--- config.mk ---
export PLATFORM = sky130hd
export DESIGN_NAME = mux_scan_ctrl
export DESIGN_NICKNAME = d
export VERILOG_FILES = /design/src/rtl/mux_scan_pkg.sv /design/src/rtl/mux_scan_settle_cnt.sv /design/src/rtl/mux_scan_ctrl.sv
export SDC_FILE = /design/constraint.sdc
export NUM_CORES = 1
export LEC_CHECK = 0
export CORE_UTILIZATION = 53
export CTS_BUF_LIST = sky130_fd_sc_hd__clkbuf_2 sky130_fd_sc_hd__clkbuf_4 sky130_fd_sc_hd__clkbuf_8
export DETAILED_ROUTE_END_ITERATION = 12
export PLACE_DENSITY_LB_ADDON = 0.25
export SLEW_MARGIN = 25
export SYNTH_ARGS = -nofsm -noshare
export SYNTH_HDL_FRONTEND = slang
export SYNTH_SLANG_ARGS = --single-unit
--- constraint.sdc ---
create_clock -name clk -period 1.83 [get_ports clk]
set_input_delay 0.366 -clock clk [delete_from_list [all_inputs] [get_ports clk]]
set_output_delay 0.366 -clock clk [all_outputs]
set_load 0.1 [all_outputs]
--- src/rtl/mux_scan_pkg.sv ---
// Shared types and sizing for the 16-channel mux scan controller.
// Optional feature macro used by mux_scan_ctrl: MUX_SCAN_CHANGE_DETECT_EN.
package mux_scan_pkg;

  localparam int unsigned NUM_CH = 16;
  localparam int unsigned SEL_W  = 4;
  localparam int unsigned CNT_W  = 8;

  typedef enum logic [1:0] {
    ST_IDLE   = 2'd0,
    ST_SETTLE = 2'd1,
    ST_SAMPLE = 2'd2,
    ST_DONE   = 2'd3
  } state_t;

  // The SAMPLE cycle is the last of each channel's SETTLE+1 cycles, so the
  // counter only has to cover SETTLE-1 further cycles after its load.
  function automatic logic [CNT_W-1:0] settle_load(input int unsigned settle);
    return (settle == 0) ? '0 : CNT_W'(settle - 1);
  endfunction

endpackage

--- src/rtl/mux_scan_settle_cnt.sv ---
// Loadable down-counter with a zero flag; paces the per-channel settle time.
module mux_scan_settle_cnt
  import mux_scan_pkg::*;
(
  input  logic             clk,
  input  logic             rst,
  input  logic             load,
  input  logic             dec,
  input  logic [CNT_W-1:0] load_val,
  output logic             zero_c
);

  logic [CNT_W-1:0] cnt;

  always_ff @(posedge clk) begin
    if (rst) begin
      cnt <= '0;
    end else if (load) begin
      cnt <= load_val;
    end else if (dec && (cnt != '0)) begin
      cnt <= cnt - CNT_W'(1);
    end
  end

  assign zero_c = (cnt == '0);

endmodule

--- src/rtl/mux_scan_ctrl.sv ---
// Scans an external 16:1 mux channel by channel and captures a 16-bit frame.
// Define MUX_SCAN_CHANGE_DETECT_EN to add the chg/chg_any frame-change outputs.
module mux_scan_ctrl
  import mux_scan_pkg::*;
#(
  parameter int unsigned SETTLE = 2
) (
  input  logic              clk,
  input  logic              rst,
  input  logic              start,
  input  logic              mux_y,
  output logic [SEL_W-1:0]  sel,
  output logic              busy,
  output logic              done,
  output logic [NUM_CH-1:0] frame
`ifdef MUX_SCAN_CHANGE_DETECT_EN
  ,
  output logic [NUM_CH-1:0] chg,
  output logic              chg_any
`endif
);

  // With SETTLE==0 the sample cycle alone makes up the one-cycle channel slot.
  localparam state_t           ENTRY    = (SETTLE == 0) ? ST_SAMPLE : ST_SETTLE;
  localparam logic [CNT_W-1:0] LOAD_VAL = settle_load(SETTLE);
  localparam logic [SEL_W-1:0] LAST_SEL = SEL_W'(NUM_CH - 1);

  state_t            state, state_nxt;
  logic [SEL_W-1:0]  sel_nxt;
  logic              busy_nxt;
  logic              done_nxt;
  logic [NUM_CH-1:0] frame_nxt;
  logic [NUM_CH-1:0] shadow, shadow_nxt;
  logic              cnt_load;
  logic              cnt_dec;
  logic              cnt_zero_c;
`ifdef MUX_SCAN_CHANGE_DETECT_EN
  logic [NUM_CH-1:0] chg_nxt;
  logic              chg_any_nxt;
`endif

  mux_scan_settle_cnt u_settle_cnt (
    .clk      (clk),
    .rst      (rst),
    .load     (cnt_load),
    .dec      (cnt_dec),
    .load_val (LOAD_VAL),
    .zero_c   (cnt_zero_c)
  );

  always_ff @(posedge clk) begin
    if (rst) begin
      state  <= ST_IDLE;
      sel    <= '0;
      busy   <= 1'b0;
      done   <= 1'b0;
      frame  <= '0;
      shadow <= '0;
`ifdef MUX_SCAN_CHANGE_DETECT_EN
      chg     <= '0;
      chg_any <= 1'b0;
`endif
    end else begin
      state  <= state_nxt;
      sel    <= sel_nxt;
      busy   <= busy_nxt;
      done   <= done_nxt;
      frame  <= frame_nxt;
      shadow <= shadow_nxt;
`ifdef MUX_SCAN_CHANGE_DETECT_EN
      chg     <= chg_nxt;
      chg_any <= chg_any_nxt;
`endif
    end
  end

  always_comb begin
    state_nxt  = state;
    sel_nxt    = sel;
    busy_nxt   = busy;
    done_nxt   = 1'b0;
    frame_nxt  = frame;
    shadow_nxt = shadow;
    cnt_load   = 1'b0;
    cnt_dec    = 1'b0;
`ifdef MUX_SCAN_CHANGE_DETECT_EN
    chg_nxt     = chg;
    chg_any_nxt = chg_any;
`endif
    case (state)
      ST_IDLE: begin
        if (start) begin
          sel_nxt   = '0;
          busy_nxt  = 1'b1;
          cnt_load  = 1'b1;
          state_nxt = ENTRY;
        end
      end
      ST_SETTLE: begin
        if (cnt_zero_c) begin
          state_nxt = ST_SAMPLE;
        end else begin
          cnt_dec = 1'b1;
        end
      end
      ST_SAMPLE: begin
        shadow_nxt[sel] = mux_y;
        if (sel == LAST_SEL) begin
          // Publish on entry to DONE so frame is new while done is high.
          frame_nxt = shadow_nxt;
          done_nxt  = 1'b1;
          state_nxt = ST_DONE;
`ifdef MUX_SCAN_CHANGE_DETECT_EN
          chg_nxt     = frame ^ shadow_nxt;
          chg_any_nxt = |(frame ^ shadow_nxt);
`endif
        end else begin
          sel_nxt   = sel + SEL_W'(1);
          cnt_load  = 1'b1;
          state_nxt = ENTRY;
        end
      end
      ST_DONE: begin
        busy_nxt  = 1'b0;
        state_nxt = ST_IDLE;
      end
      default: state_nxt = ST_IDLE;
    endcase
  end

endmodule

==> run metrics <==
Post-synth EDFFs 0; global-route wire length before repair 7.31 mm; largest family of logic cells by synthesized area simple AND/OR/NAND/NOR gates; final period utilization 94.2%; Synth top area share 44.0%; largest net degree at the start of global routing 28; CTS Hold Bufs 0; setup ws final 0.107 ns; Max VDD drop 0.000611 V; CTS Root Cell clkbuf_8; Max Fclk 0.580 GHz; Max clock buf depth 2; die height 65.5 um; initial DRC count 130; Rows 22; GRT Overall Usage 22.2%; Max FO, Critical Path 5; Final Hold Viols 0; Worst R2R Path Depth 6; Resize count post-CTS 0; CTS tree yes; Hold Crit Start shadow[0]$_SDFFE_PP0P_; worst min path class reg -> reg; compound-gate portion of the synthesized area 15.8%; share of cells above drive strength 1 19.9%; run status finished, final reports clean; post-synthesis instance area 0.00214 mm^2; Clock Latency Late Sink 0.30 ns; post-route minimum period 1.72 ns; Vias 1727; number of synthesized register bits 47; Wirelength per Cell 13.2 um; Total Power 2.05 mW; hold-critical path depth 2; Async SR Flop Fraction 0%; Unique masters post-synth 37; IO Port Bufs 25; hold_ws 0.495 ns; CP startpoint kind flop; # diodes 0; CP Capture Type flop; critical path launch point u_settle_cnt.cnt[0]$_SDFFE_PP0P_; synthesized area per cell 8.88 um^2; CTS Buf Count 5; Synth Area in Adders 3.51%; Crit Reg-Reg Endpoint u_settle_cnt.cnt[7]$_SDFFE_PP0P_; DP HPWL 2.83 mm; launch point of the worst reg-to-reg path u_settle_cnt.cnt[0]$_SDFFE_PP0P_; leading area contributor after synthesis dfxtp_1; Post-Layout Cell Count 314; Clk pin slew, worst setup/hold paths 0.08 ns; syn nets 251; vias in the first global route 1613; Die W 65.5 um; power per cell area 739 mW/mm^2; DRC viols 0; Ports 26; ys flop type dfxtp_1; Post-synth top cells dfxtp_1 (47), nor2_1 (46), a211oi_1 (24), nand2_1 (21), mux2i_1 (16); cell count after synthesis 241; Antenna Violating Nets Remaining 0; simple-gate share of the synthesized area 21.5%; Arr. time, crit path 1.96 ns; area delta synth->final 29.5%; Setup CP Type reg -> reg; CTS HTree Levels 2; routed vias/inst 5.50; initial antenna violation count 0; Initial Utilization 56.7%; Final Max Tran Viols 0; CP required 2.06 ns; worst-margin pin slew 0.600 ns; GRT overflow 0; DR pass1 iterations 4; total of max-cap violations 0; YS warnings 0; Clock Skew 0.00440 ns; normalized max-slew margin 59.8%; reg2reg setup slack 0.11 ns; nets 275; CTS Sinks 47; cell with the most instances after synthesis dfxtp_1; unrepaired setup endpoints after global routing false; dpl ws 0.102 ns; Core Region 0.00377 mm^2; DIE AREA 0.00429 mm^2; setup TNS 0 ns; Pleak 1.05 nW; XOR/XNOR share of the synthesized area 3.27%; mux cell area share after synthesis 7.49%; post-CTS setup buffer count 0; top cells by area, synth dfxtp_1 (44%), a211oi_1 (8.4%), nor2_1 (8.1%); setup violators final 0; # placed instances 306; WL final 4.16 mm; Final Wtd Congestion 0.845; register area share after synthesis 44.0%; hold endpoint frame[0]$_SDFFE_PP0P_
## kinds of logic after synthesis
family / after synthesis
AO/OA/AOI/OAI: 43
XOR/XNOR: 8
adder cells (fa/ha/maj): 6
buffers and inverters: 22
flip-flops: 47
multiplexers: 16
AND/OR/NAND/NOR: 99
## per-stage QoR
stage	area, um^2	utilization, %
2_1_floorplan	2180	-
3_3_place_gp	2680	71.1
3_5_place_dp	2680	71.1
4_1_cts	2770	73.4
5_1_grt	2770	73.5
6_report	2770	73.5
## state kept, by name, summed over array words and instances (netlist names)
register and flops:
frame 16, shadow 15, u_settle_cnt.cnt 8, sel 4, state 2, busy 1, done 1
## final cells by class
cell class / instances / area, um^2
Multi-Input combinational cell: 172 / 1130
Sequential cell: 47 / 951
Fill cell: 255 / 1000
Tap cell: 48 / 60.1
Clock inverter: 2 / 11.3
Clock buffer: 6 / 76.3
Inverter: 5 / 18.8
Timing Repair Buffer: 34 / 526
## worst max path at each step
stage                                            end  slack (ns)  cells past startpoint
floorplan                     frame[10]$_SDFFE_PP0P_        0.03                      6
global placement    u_settle_cnt.cnt[0]$_SDFFE_PP0P_        0.15                      6
detailed placement  u_settle_cnt.cnt[0]$_SDFFE_PP0P_        0.10                      6
CTS                 u_settle_cnt.cnt[0]$_SDFFE_PP0P_        0.08                      6
global route        u_settle_cnt.cnt[7]$_SDFFE_PP0P_        0.02                      6
finish              u_settle_cnt.cnt[7]$_SDFFE_PP0P_        0.11                      6
## cell usage in the layout, fill, tap and decap left out, drive strengths merged, types with 4 or more instances in the layout
master,netlist,layout
dfxtp,47,47
a21oi,6,6
inv,5,6
clkbuf,8,6
ha,6,6
nand3,12,12
nor2,46,46
nand2,21,21
xor2,5,5
a211oi,25,25
buf,9,31
nor2b,4,4
mux2i,16,16
## worst max-delay path: stages, from the launching register on
cell       delay (ns)
dfxtp_1          0.39
inv_1            0.08
ha_1             0.21
or3b_4           0.28
o2111ai_4        0.13
or4_1            0.42
a21oi_1          0.15
## power by group
part           internal, mW  leakage (nW)  total [mW]  switching, mW
logic                 0.135         0.616       0.313          0.178
registers              1.06         0.383        1.10         0.0402
clock network         0.283        0.0489       0.633          0.350
## per-layer routing
metal / global-route usage [%] / share of wire, % / vias to the layer above
met2: 35.2 / 45 / 36
met1: 29.0 / 50 / 793
met5: 0 / 0 / -
li1: - / - / 889
met3: 4.69 / 3.2 / 9
met4: 9.24 / 2.0 / 0
Power figures use the tool's default switching activity.
